### src/rtl/ram_b_framer_pkg.sv
// rtl/ram_b_framer_pkg.sv - shared constants and helpers for the RAM B result framer
//
// Holds the framer FSM state encodings, the default frame geometry and
// header byte, and the running-checksum helper used by ram_b_framer.
package ram_b_framer_pkg;

  // Default frame geometry and header byte.
  localparam int unsigned BLOCK_LEN_DEFAULT = 16;
  localparam int unsigned DEPTH_DEFAULT     = 16;
  localparam logic [7:0]  HDR_DEFAULT       = 8'hA5;

  // Output FSM state encodings.
  localparam logic [1:0] ST_IDLE = 2'd0;
  localparam logic [1:0] ST_HDR  = 2'd1;
  localparam logic [1:0] ST_PAY  = 2'd2;
  localparam logic [1:0] ST_CKS  = 2'd3;

  // Running checksum step: the sum wraps modulo 256.
  function automatic logic [7:0] cks_add(input logic [7:0] acc, input logic [7:0] b);
    return acc + b;
  endfunction

endpackage

### src/rtl/sync_fifo8.sv
// rtl/sync_fifo8.sv - single-clock byte FIFO feeding the RAM B framer
//
// Ports:
//   clk, reset   - clock and synchronous active-high reset
//   push, din    - write request and byte; ignored while full
//   pop, dout    - read request and head byte; ignored while empty
//   full, empty  - derived from the registered occupancy count
//   count        - registered occupancy, 0..DEPTH
module sync_fifo8
  import ram_b_framer_pkg::*;
#(
  parameter int unsigned DEPTH = DEPTH_DEFAULT,
  localparam int unsigned AW = (DEPTH > 1) ? $clog2(DEPTH) : 1,
  localparam int unsigned CW = $clog2(DEPTH + 1)
) (
  input  logic          clk,
  input  logic          reset,
  input  logic          push,
  input  logic [7:0]    din,
  input  logic          pop,
  output logic [7:0]    dout,
  output logic          full,
  output logic          empty,
  output logic [CW-1:0] count
);

  logic [7:0]    mem_q [DEPTH];
  logic [AW-1:0] wr_ptr_q, wr_ptr_d;
  logic [AW-1:0] rd_ptr_q, rd_ptr_d;
  logic [CW-1:0] count_q, count_d;
  logic          do_push;
  logic          do_pop;

  assign full    = (count_q == CW'(DEPTH));
  assign empty   = (count_q == '0);
  assign count   = count_q;
  assign dout    = mem_q[rd_ptr_q];
  assign do_push = push & ~full;
  assign do_pop  = pop & ~empty;

  always_comb begin
    wr_ptr_d = wr_ptr_q;
    rd_ptr_d = rd_ptr_q;
    // Explicit wrap keeps the pointers inside the array for any DEPTH.
    if (do_push) begin
      wr_ptr_d = (wr_ptr_q == AW'(DEPTH - 1)) ? '0 : wr_ptr_q + AW'(1);
    end
    if (do_pop) begin
      rd_ptr_d = (rd_ptr_q == AW'(DEPTH - 1)) ? '0 : rd_ptr_q + AW'(1);
    end
    // Simultaneous push and pop cancel out.
    count_d = count_q + CW'(do_push) - CW'(do_pop);
  end

  always_ff @(posedge clk) begin
    if (reset) begin
      wr_ptr_q <= '0;
      rd_ptr_q <= '0;
      count_q  <= '0;
    end else begin
      wr_ptr_q <= wr_ptr_d;
      rd_ptr_q <= rd_ptr_d;
      count_q  <= count_d;
    end
  end

  // Storage needs no reset: zeroing the pointers and count discards it.
  always_ff @(posedge clk) begin
    if (!reset && do_push) begin
      mem_q[wr_ptr_q] <= din;
    end
  end

endmodule

### src/rtl/ram_b_framer.sv
// rtl/ram_b_framer.sv - frames RAM B result bytes as header, payload, checksum
//
// Ports:
//   CLK, RESET           - clock and synchronous active-high reset
//   DIN, DIN_VALID       - upstream result bytes; dropped while the FIFO is full
//   IN_READY             - FIFO not full (registered count)
//   OUT_DATA, OUT_VALID  - framed byte stream: HDR, BLOCK_LEN payload bytes, checksum
//   OUT_READY            - downstream accept; handshake = OUT_VALID & OUT_READY
//   OUT_LAST             - marks the checksum byte
//   OVERFLOW             - sticky flag, a byte was dropped
//   FRAME_CNT            - completed frames, wraps at 256
module ram_b_framer
  import ram_b_framer_pkg::*;
#(
  parameter int unsigned DEPTH     = DEPTH_DEFAULT,
  parameter int unsigned BLOCK_LEN = BLOCK_LEN_DEFAULT,
  parameter logic [7:0]  HDR       = HDR_DEFAULT
) (
  input  logic       CLK,
  input  logic       RESET,
  input  logic [7:0] DIN,
  input  logic       DIN_VALID,
  output logic       IN_READY,
  output logic [7:0] OUT_DATA,
  output logic       OUT_VALID,
  input  logic       OUT_READY,
  output logic       OUT_LAST,
  output logic       OVERFLOW,
  output logic [7:0] FRAME_CNT
);

  localparam int unsigned CW = $clog2(DEPTH + 1);
  localparam int unsigned BW = $clog2(BLOCK_LEN + 1);

  logic [1:0]    state_q, state_d;
  logic [7:0]    cks_q, cks_d;
  logic [BW-1:0] beat_q, beat_d;
  logic [7:0]    frame_cnt_q, frame_cnt_d;
  logic          overflow_q, overflow_d;

  logic          fifo_full;
  logic          fifo_empty;
  logic [CW-1:0] fifo_count;
  logic [7:0]    fifo_dout;
  logic          fifo_pop;

  sync_fifo8 #(
    .DEPTH (DEPTH)
  ) u_fifo (
    .clk   (CLK),
    .reset (RESET),
    .push  (DIN_VALID),
    .din   (DIN),
    .pop   (fifo_pop),
    .dout  (fifo_dout),
    .full  (fifo_full),
    .empty (fifo_empty),
    .count (fifo_count)
  );

  assign IN_READY  = ~fifo_full;
  assign OUT_VALID = (state_q != ST_IDLE);
  assign OUT_LAST  = (state_q == ST_CKS);
  assign OVERFLOW  = overflow_q;
  assign FRAME_CNT = frame_cnt_q;

  // A frame only starts with a full block buffered, so the empty guard
  // never actually blocks a payload pop.
  assign fifo_pop = (state_q == ST_PAY) & OUT_READY & ~fifo_empty;

  // Output byte depends only on state and registered data, so it holds
  // steady through any stall.
  always_comb begin
    OUT_DATA = 8'h00;
    case (state_q)
      ST_HDR:  OUT_DATA = HDR;
      ST_PAY:  OUT_DATA = fifo_dout;
      ST_CKS:  OUT_DATA = cks_q;
      default: OUT_DATA = 8'h00;
    endcase
  end

  always_comb begin
    state_d     = state_q;
    cks_d       = cks_q;
    beat_d      = beat_q;
    frame_cnt_d = frame_cnt_q;
    overflow_d  = overflow_q | (DIN_VALID & fifo_full);

    case (state_q)
      ST_IDLE: begin
        if (fifo_count >= CW'(BLOCK_LEN)) begin
          state_d = ST_HDR;
          cks_d   = 8'h00;
          beat_d  = '0;
        end
      end
      ST_HDR: begin
        if (OUT_READY) begin
          state_d = ST_PAY;
        end
      end
      ST_PAY: begin
        if (OUT_READY) begin
          cks_d  = cks_add(cks_q, fifo_dout);
          beat_d = beat_q + BW'(1);
          if (beat_q == BW'(BLOCK_LEN - 1)) begin
            state_d = ST_CKS;
          end
        end
      end
      ST_CKS: begin
        if (OUT_READY) begin
          state_d     = ST_IDLE;
          frame_cnt_d = frame_cnt_q + 8'd1;
        end
      end
      default: state_d = ST_IDLE;
    endcase
  end

  always_ff @(posedge CLK) begin
    if (RESET) begin
      state_q     <= ST_IDLE;
      cks_q       <= 8'h00;
      beat_q      <= '0;
      frame_cnt_q <= 8'h00;
      overflow_q  <= 1'b0;
    end else begin
      state_q     <= state_d;
      cks_q       <= cks_d;
      beat_q      <= beat_d;
      frame_cnt_q <= frame_cnt_d;
      overflow_q  <= overflow_d;
    end
  end

endmodule

### config.mk
export PLATFORM = sky130hd
export DESIGN_NAME = ram_b_framer
export DESIGN_NICKNAME = d
export VERILOG_FILES = /design/src/rtl/ram_b_framer_pkg.sv /design/src/rtl/sync_fifo8.sv /design/src/rtl/ram_b_framer.sv
export SDC_FILE = /design/constraint.sdc
export NUM_CORES = 1
export LEC_CHECK = 0
export CAP_MARGIN = 20
export CORE_MARGIN = 1
export CORE_UTILIZATION = 52
export CTS_CLUSTER_DIAMETER = 30
export DETAILED_ROUTE_END_ITERATION = 10
export PLACE_DENSITY = 0.7
export SETUP_SLACK_MARGIN = 0.4
export SYNTH_ARGS = -nofsm -noshare
export SYNTH_HDL_FRONTEND = slang
export SYNTH_HIERARCHICAL = 1
export SYNTH_SLANG_ARGS = --single-unit
### constraint.sdc
create_clock -name CLK -period 4.04 [get_ports CLK]
set_input_delay 0.808 -clock CLK [delete_from_list [all_inputs] [get_ports CLK]]
set_output_delay 0.808 -clock CLK [all_outputs]
set_load 0.01 [all_outputs]
# Word level (Yosys, flattened, before mapping)
# Memory sizes are Yosys's and may differ from the RTL's. A register that Yosys moved wholly into a read port is not among the register bits.
# Index checks and enable logic that the tools add are counted.
[op_classes]
addsub = 7
n_lt_le_gt_ge = 1
n_eq_ne = 12
mux = 19
n_bitwise = 8
reduce_logical = 9
[ops]
columns = ["op", "count"]
rows = [
  ["$pmux 8 s3", 1],
  ["$mux 4", 4],
  ["$mux 8", 2],
  ["$pmux 8 s2", 1],
  ["$mux 2", 5],
  ["$mux 5", 2],
  ["$pmux 5 s2", 1],
  ["$add 4x1->4 const B", 2],
  ["$add 8x1->8 const B", 1],
  ["$add 8x8->8", 1],
  ["$eq 4x4->1 const B", 2],
  ["$ne 2x2->1 const B", 4],
  ["$pmux 2 s4", 1],
  ["$add 5x1->5", 1],
  ["$add 5x1->5 const B", 1],
  ["$and 1x1->1", 5],
  ["$eq 5x4->1 const B", 1],
  ["$eq 5x5->1 const B", 1],
  ["$ge 5x5->1 const B", 1],
  ["$logic_not 5->1", 1],
  ["$reduce_and 5->1", 1],
  ["$sub 5x1->5", 1],
  ["$eq 2x2->1 const B", 2],
  ["$reduce_bool 2->1", 2],
  ["other kinds (10)", 12],
]
[word_totals]
register_bits = 37
ram_bits = 128
input_bits = 12
wordCells = 65
memories = 1
[memory_table]
columns = ["name", "words", "word_bits", "read_ports", "rd_ports_with_merged_regs", "write_ports", "line_no", "text"]
rows = [
  ["u_fifo.mem_q", 16, 8, 1, 1, 1, "sync_fifo8.sv:27", "logic [7:0] mem_q [DEPTH];"],
]

# Longest topological paths before layout
[depth]
depth_word = 6
mapped_depth = 15
mapped_depth_nobuf = 15

# Cells and area by module
# The synthesis kept the hierarchy.
[by_module_without_submodules]
columns = ["mod", "instances", "cells_each", "area_per_inst_um2"]
rows = [
  ["sync_fifo8", 1, 310, 5801.8],
  ["ram_b_framer", 1, 181, 1483.9],
]

# Least setup slack after synthesis
# Ideal clock, no wire load.
[synth_path]
path_kind = "input -> register"
start = "input OUT_READY"
end = "register u_fifo.count_q[4] (netlist: u_fifo/count[4])"
arrival_time_ns = 2.794
required_ns = 3.970
slack_ns = 1.176
cell_stages = 12
n_path_buf = 0
path_cell_list = "and2_4 -> nor2b_1 -> nand2_1 -> inv_1 -> ha_1 -> inv_1 -> ha_1 -> fa_1 -> a21oi_1 -> nor2_1 -> or3_1 -> a21oi_1"
[synth_between]
elab_chain_cells = 4
[synth_lines]
columns = ["item", "line_no", "text"]
rows = [
  ["start: declaration", "ram_b_framer.sv:26", "input logic OUT_READY,"],
  ["$and 1x1->1 (2 in series)", "ram_b_framer.sv:69", "assign fifo_pop = (state_q == ST_PAY) & OUT_READY & ~fifo_empty;"],
  ["named net fifo_pop", "ram_b_framer.sv:45", "logic fifo_pop;"],
  ["$and 1x1->1", "sync_fifo8.sv:39", "assign do_pop = pop & ~empty;"],
  ["$sub 5x1->5", "sync_fifo8.sv:52", "count_d = count_q + CW'(do_push) - CW'(do_pop);"],
  ["end signal: assignment", "sync_fifo8.sv:63", "count_q <= count_d;"],
  ["end: declaration", "sync_fifo8.sv:30", "logic [CW-1:0] count_q, count_d;"],
]
# The timed path passes the listed nets, and every way through them passes these cells.
# A chain may end at the register's enable or synchronous reset.

==> metrics.md <==
| Metric | Value |
|---|---|
| Final nets | 585 |
| CTS buffer count | 17 |
| # H-tree levels | 4 |
| Tot Pwr | 4.30 mW |
| Setup crit end kind | output port |
| Starting DRT DRC Count | 378 |
| Actual slew at the worst max-slew pin | 0.810 ns |
| Crit-path max FO | 11 |
| Ys flop type | edfxtp_1 |
| DR vias | 4300 |
| Starting Density | 54.2% |
| CORE AREA | 13500 um^2 |
| Row count | 42 |
| Hold Buf Count CTS | 0 |
| Mapped Area | 7290 um^2 |
| Leakage | 2.94 nW |
| Synth Net Count | 531 |
| CP startpoint kind | flip-flop |
| Gr ovfl total | 0 |
| Final hold viol count | 0 |
| EDFF count, synth | 128 |
| Setup TNS Final | 0 ns |
| HP Class | flip-flop to flip-flop |
| Port buffer count | 31 |
| Post-Syn Area per Cell | 14.8 um^2 |
| Status | finished, final reports clean |
| Clk slew on worst S/H paths | 0.06 ns |
| Die Span X | 120 um |
| CTS Buffer Depth | 2 |
| ANT nets after route | 0 |
| Vias per std cell | 5.86 |
| Max-cap viol count | 0 |
| IO Count | 32 |
| Vias in the first global route | 4247 |
| Design area | 8530 um^2 |
| Worst-Skew Late Latency | 0.43 ns |
| Combinational share of power | 17.8% |
| Worst clock skew | 0.00798 ns |
| Mapped Cells | 491 |
| Pwr dens | 504 nW/um^2 |
| Slew Viols, Final | 0 |
| Max Freq | 276 MHz |
| Fin crit share | 89.8% |
| Unique cell type count in the Yosys netlist | 50 |
| RSZ-0062 raised after global routing | true |
| Post-DP Area | 7870 um^2 |
| Yosys warns | 6 |
| Part of the power in registers | 45.9% |
| Seq cells post-synth | 169 |
| Clk pwr share | 36.4% |
| VDD IR-drop max | 0.000414 V |
| Gp weighted congestion | 0.821 |
| Die Span Y | 120 um |
| Sw Ratio | 27.2% |
| Worst endpoint data arrival time | 2.82 ns |
| WL/cell | 20.0 um |
| Layout cell share with drive strength beyond 1 | 16.5% |
| Setup-failing EPs final | 0 |
| DRT Pass-1 Iters | 5 |
| Setup WS post-layout | 0.411 ns |
| DR DRC count | 0 |
| Final wirelength | 14.7 mm |
| Setup Slack @ Placement | 0.363 ns |
| First-pass GRT wire length | 23.3 mm |
| Post-layout minimum cycle time | 3.63 ns |
| P_sw | 1.17 mW |
| Dpl hpwl | 9.44 mm |
| Layout Area Growth over Synthesis | 17.1% |
| Total Die Area | 14500 um^2 |
| Clk root buf | clkbuf_16 |
| Gr usage total | 22.1% |
| P_int | 3.13 mW |
| Slew HR | 45.8% |
| Number of diodes | 0 |
| Pin count of the biggest net entering global routing | 38 |
| CTS tree | done |
| Crit path required time | 3.23 ns |
| Setup CP Type | flip-flop to output port |
| Async SR Flop Fraction | 0% |
| Fill cells | 994 |
| CTS Sinks | 169 |
| Sequential element share of the synthesized area | 64.0% |
| Antenna violations before repair | 0 |
==> per-layer routing <==
layer	share of wire, %	global-route usage [%]	routed length, um	up-vias
met5	0	0	0	-
met4	2.0	8.80	291	0
met3	4.7	4.91	684	22
met2	51	35.8	7460	121
met1	43	29.0	6260	2162
li1	-	-	-	1995
==> registers in the layout, summed over array words and instances, names as in the netlist, named ones only <==
| signal | cells |
|---|---|
| u_fifo/wr_ptr_q | 4 |
| cks_q | 8 |
| u_fifo/mem_q | 128 |
| FRAME_CNT | 8 |
| state_q | 2 |
| OVERFLOW | 1 |
| u_fifo/count | 5 |
| beat_q | 5 |
| u_fifo/rd_ptr_q | 4 |
==> path summary, 6_finish.rpt <==
kind	from	to	slack, ns	cells after the start
hold / removal	beat_q[4]	beat_q[4]	0.49	2
hold reg to reg	beat_q[4]	beat_q[4]	0.49	2
setup reg to reg	flip-flop	cks_q[7]	0.70	12
setup / recovery	flip-flop	OUT_DATA[1]	0.41	8
==> area by class of cell <==
type	count	area [um^2]	share of cell area, %
clock buffers	19	433	5.08
clock inverters	13	134	1.57
inverters	22	82.6	0.968
multi-input cells	281	2460	28.9
flip-flops and latches	169	4670	54.8
well taps	176	220	2.58
repair buffers	54	527	6.18
==> placed cells by master, fill, tap and decap left out, types with 4 or more instances in the layout <==
master and instances:
edfxtp_1 128, nor2_1 46, dfxtp_1 39, clkdlybuf4s50_1 27, ha_1 26, a21oi_1 24
nand2_1 24, inv_1 22, buf_4 20, a22oi_1 19, mux4_2 19, clkbuf_16 17
o21ai_0 13, mux4_1 13, nand3_1 11, xor2_1 10, a22oi_2 9, nor3_1 9
xnor2_1 7, nor2b_1 6, nand2_2 4, inv_6 4
==> power groups by stage <==
stage                     sequential, mW  combinational (mW)  clock (mW)
final                               1.97               0.764        1.56
after detailed placement            2.01               0.746           0
after global placement              2.01               0.722           0
after CTS                           1.97               0.763        1.59
after global routing                1.98               0.841        1.66
after floorplan                     1.99               0.514           0
==> Yosys cell counts (3+ instances only) <==
master / number / area, um^2
a211oi_1: 3 / 22.5
clkbuf_1: 6 / 22.5
a21o_1: 3 / 22.5
a22oi_1: 28 / 210
inv_1: 22 / 82.6
clkdlybuf4s25_2: 3 / 30.0
buf_2: 4 / 20.0
nand3_1: 11 / 55.1
xor2_1: 10 / 87.6
nor2b_1: 6 / 37.5
nand2_1: 27 / 101
a21oi_1: 24 / 120
or3_1: 3 / 18.8
ha_1: 26 / 325
o21ai_0: 13 / 65.1
xnor2_1: 7 / 61.3
mux4_1: 14 / 368
nor2_1: 46 / 173
dfxtp_1: 41 / 821
buf_6: 3 / 33.8
edfxtp_1: 128 / 3840
nor3_1: 9 / 45.0
mux4_2: 18 / 405
==> critical path: stages, from the launching register on <==
cell             delay [ns]
dfxtp_4                0.41
buf_12                 0.17
buf_4                  0.17
mux4_1                 0.56
a22oi_1                0.23
nand2_2                0.13
a22oi_2                0.16
nor2_1                 0.08
clkdlybuf4s50_1        0.48
==> through the flow <==
stage	util, %	cells	hold WS [ns]
3_3_place_gp	58.5	698	0.452
2_1_floorplan	-	491	0.454
5_1_grt	63.4	734	0.505
6_report	63.4	734	0.489
3_5_place_dp	58.5	698	0.474
4_1_cts	63.1	733	0.489
==> repair_timing <==
| action | 4_1_cts | 5_1_grt |
|---|---|---|
| setup buffers | 3 | 1 |
| pin swaps | 1 | 4 |
| endpoints found under the setup margin | 8 | 7 |
| gates resized for setup | 10 | 9 |
==> cell families after synthesis <==
logic type / Yosys count / synth area share, %
AND/OR/NAND/NOR: 121 / 7.92
XOR/XNOR: 17 / 2.04
multiplexers: 34 / 10.9
adder cells (fa/ha/maj): 28 / 5.01
buffers and inverters: 41 / 2.85
flip-flops: 169 / 64.0
AO/OA/AOI/OAI: 81 / 7.26
Power figures use the tool's default switching activity.
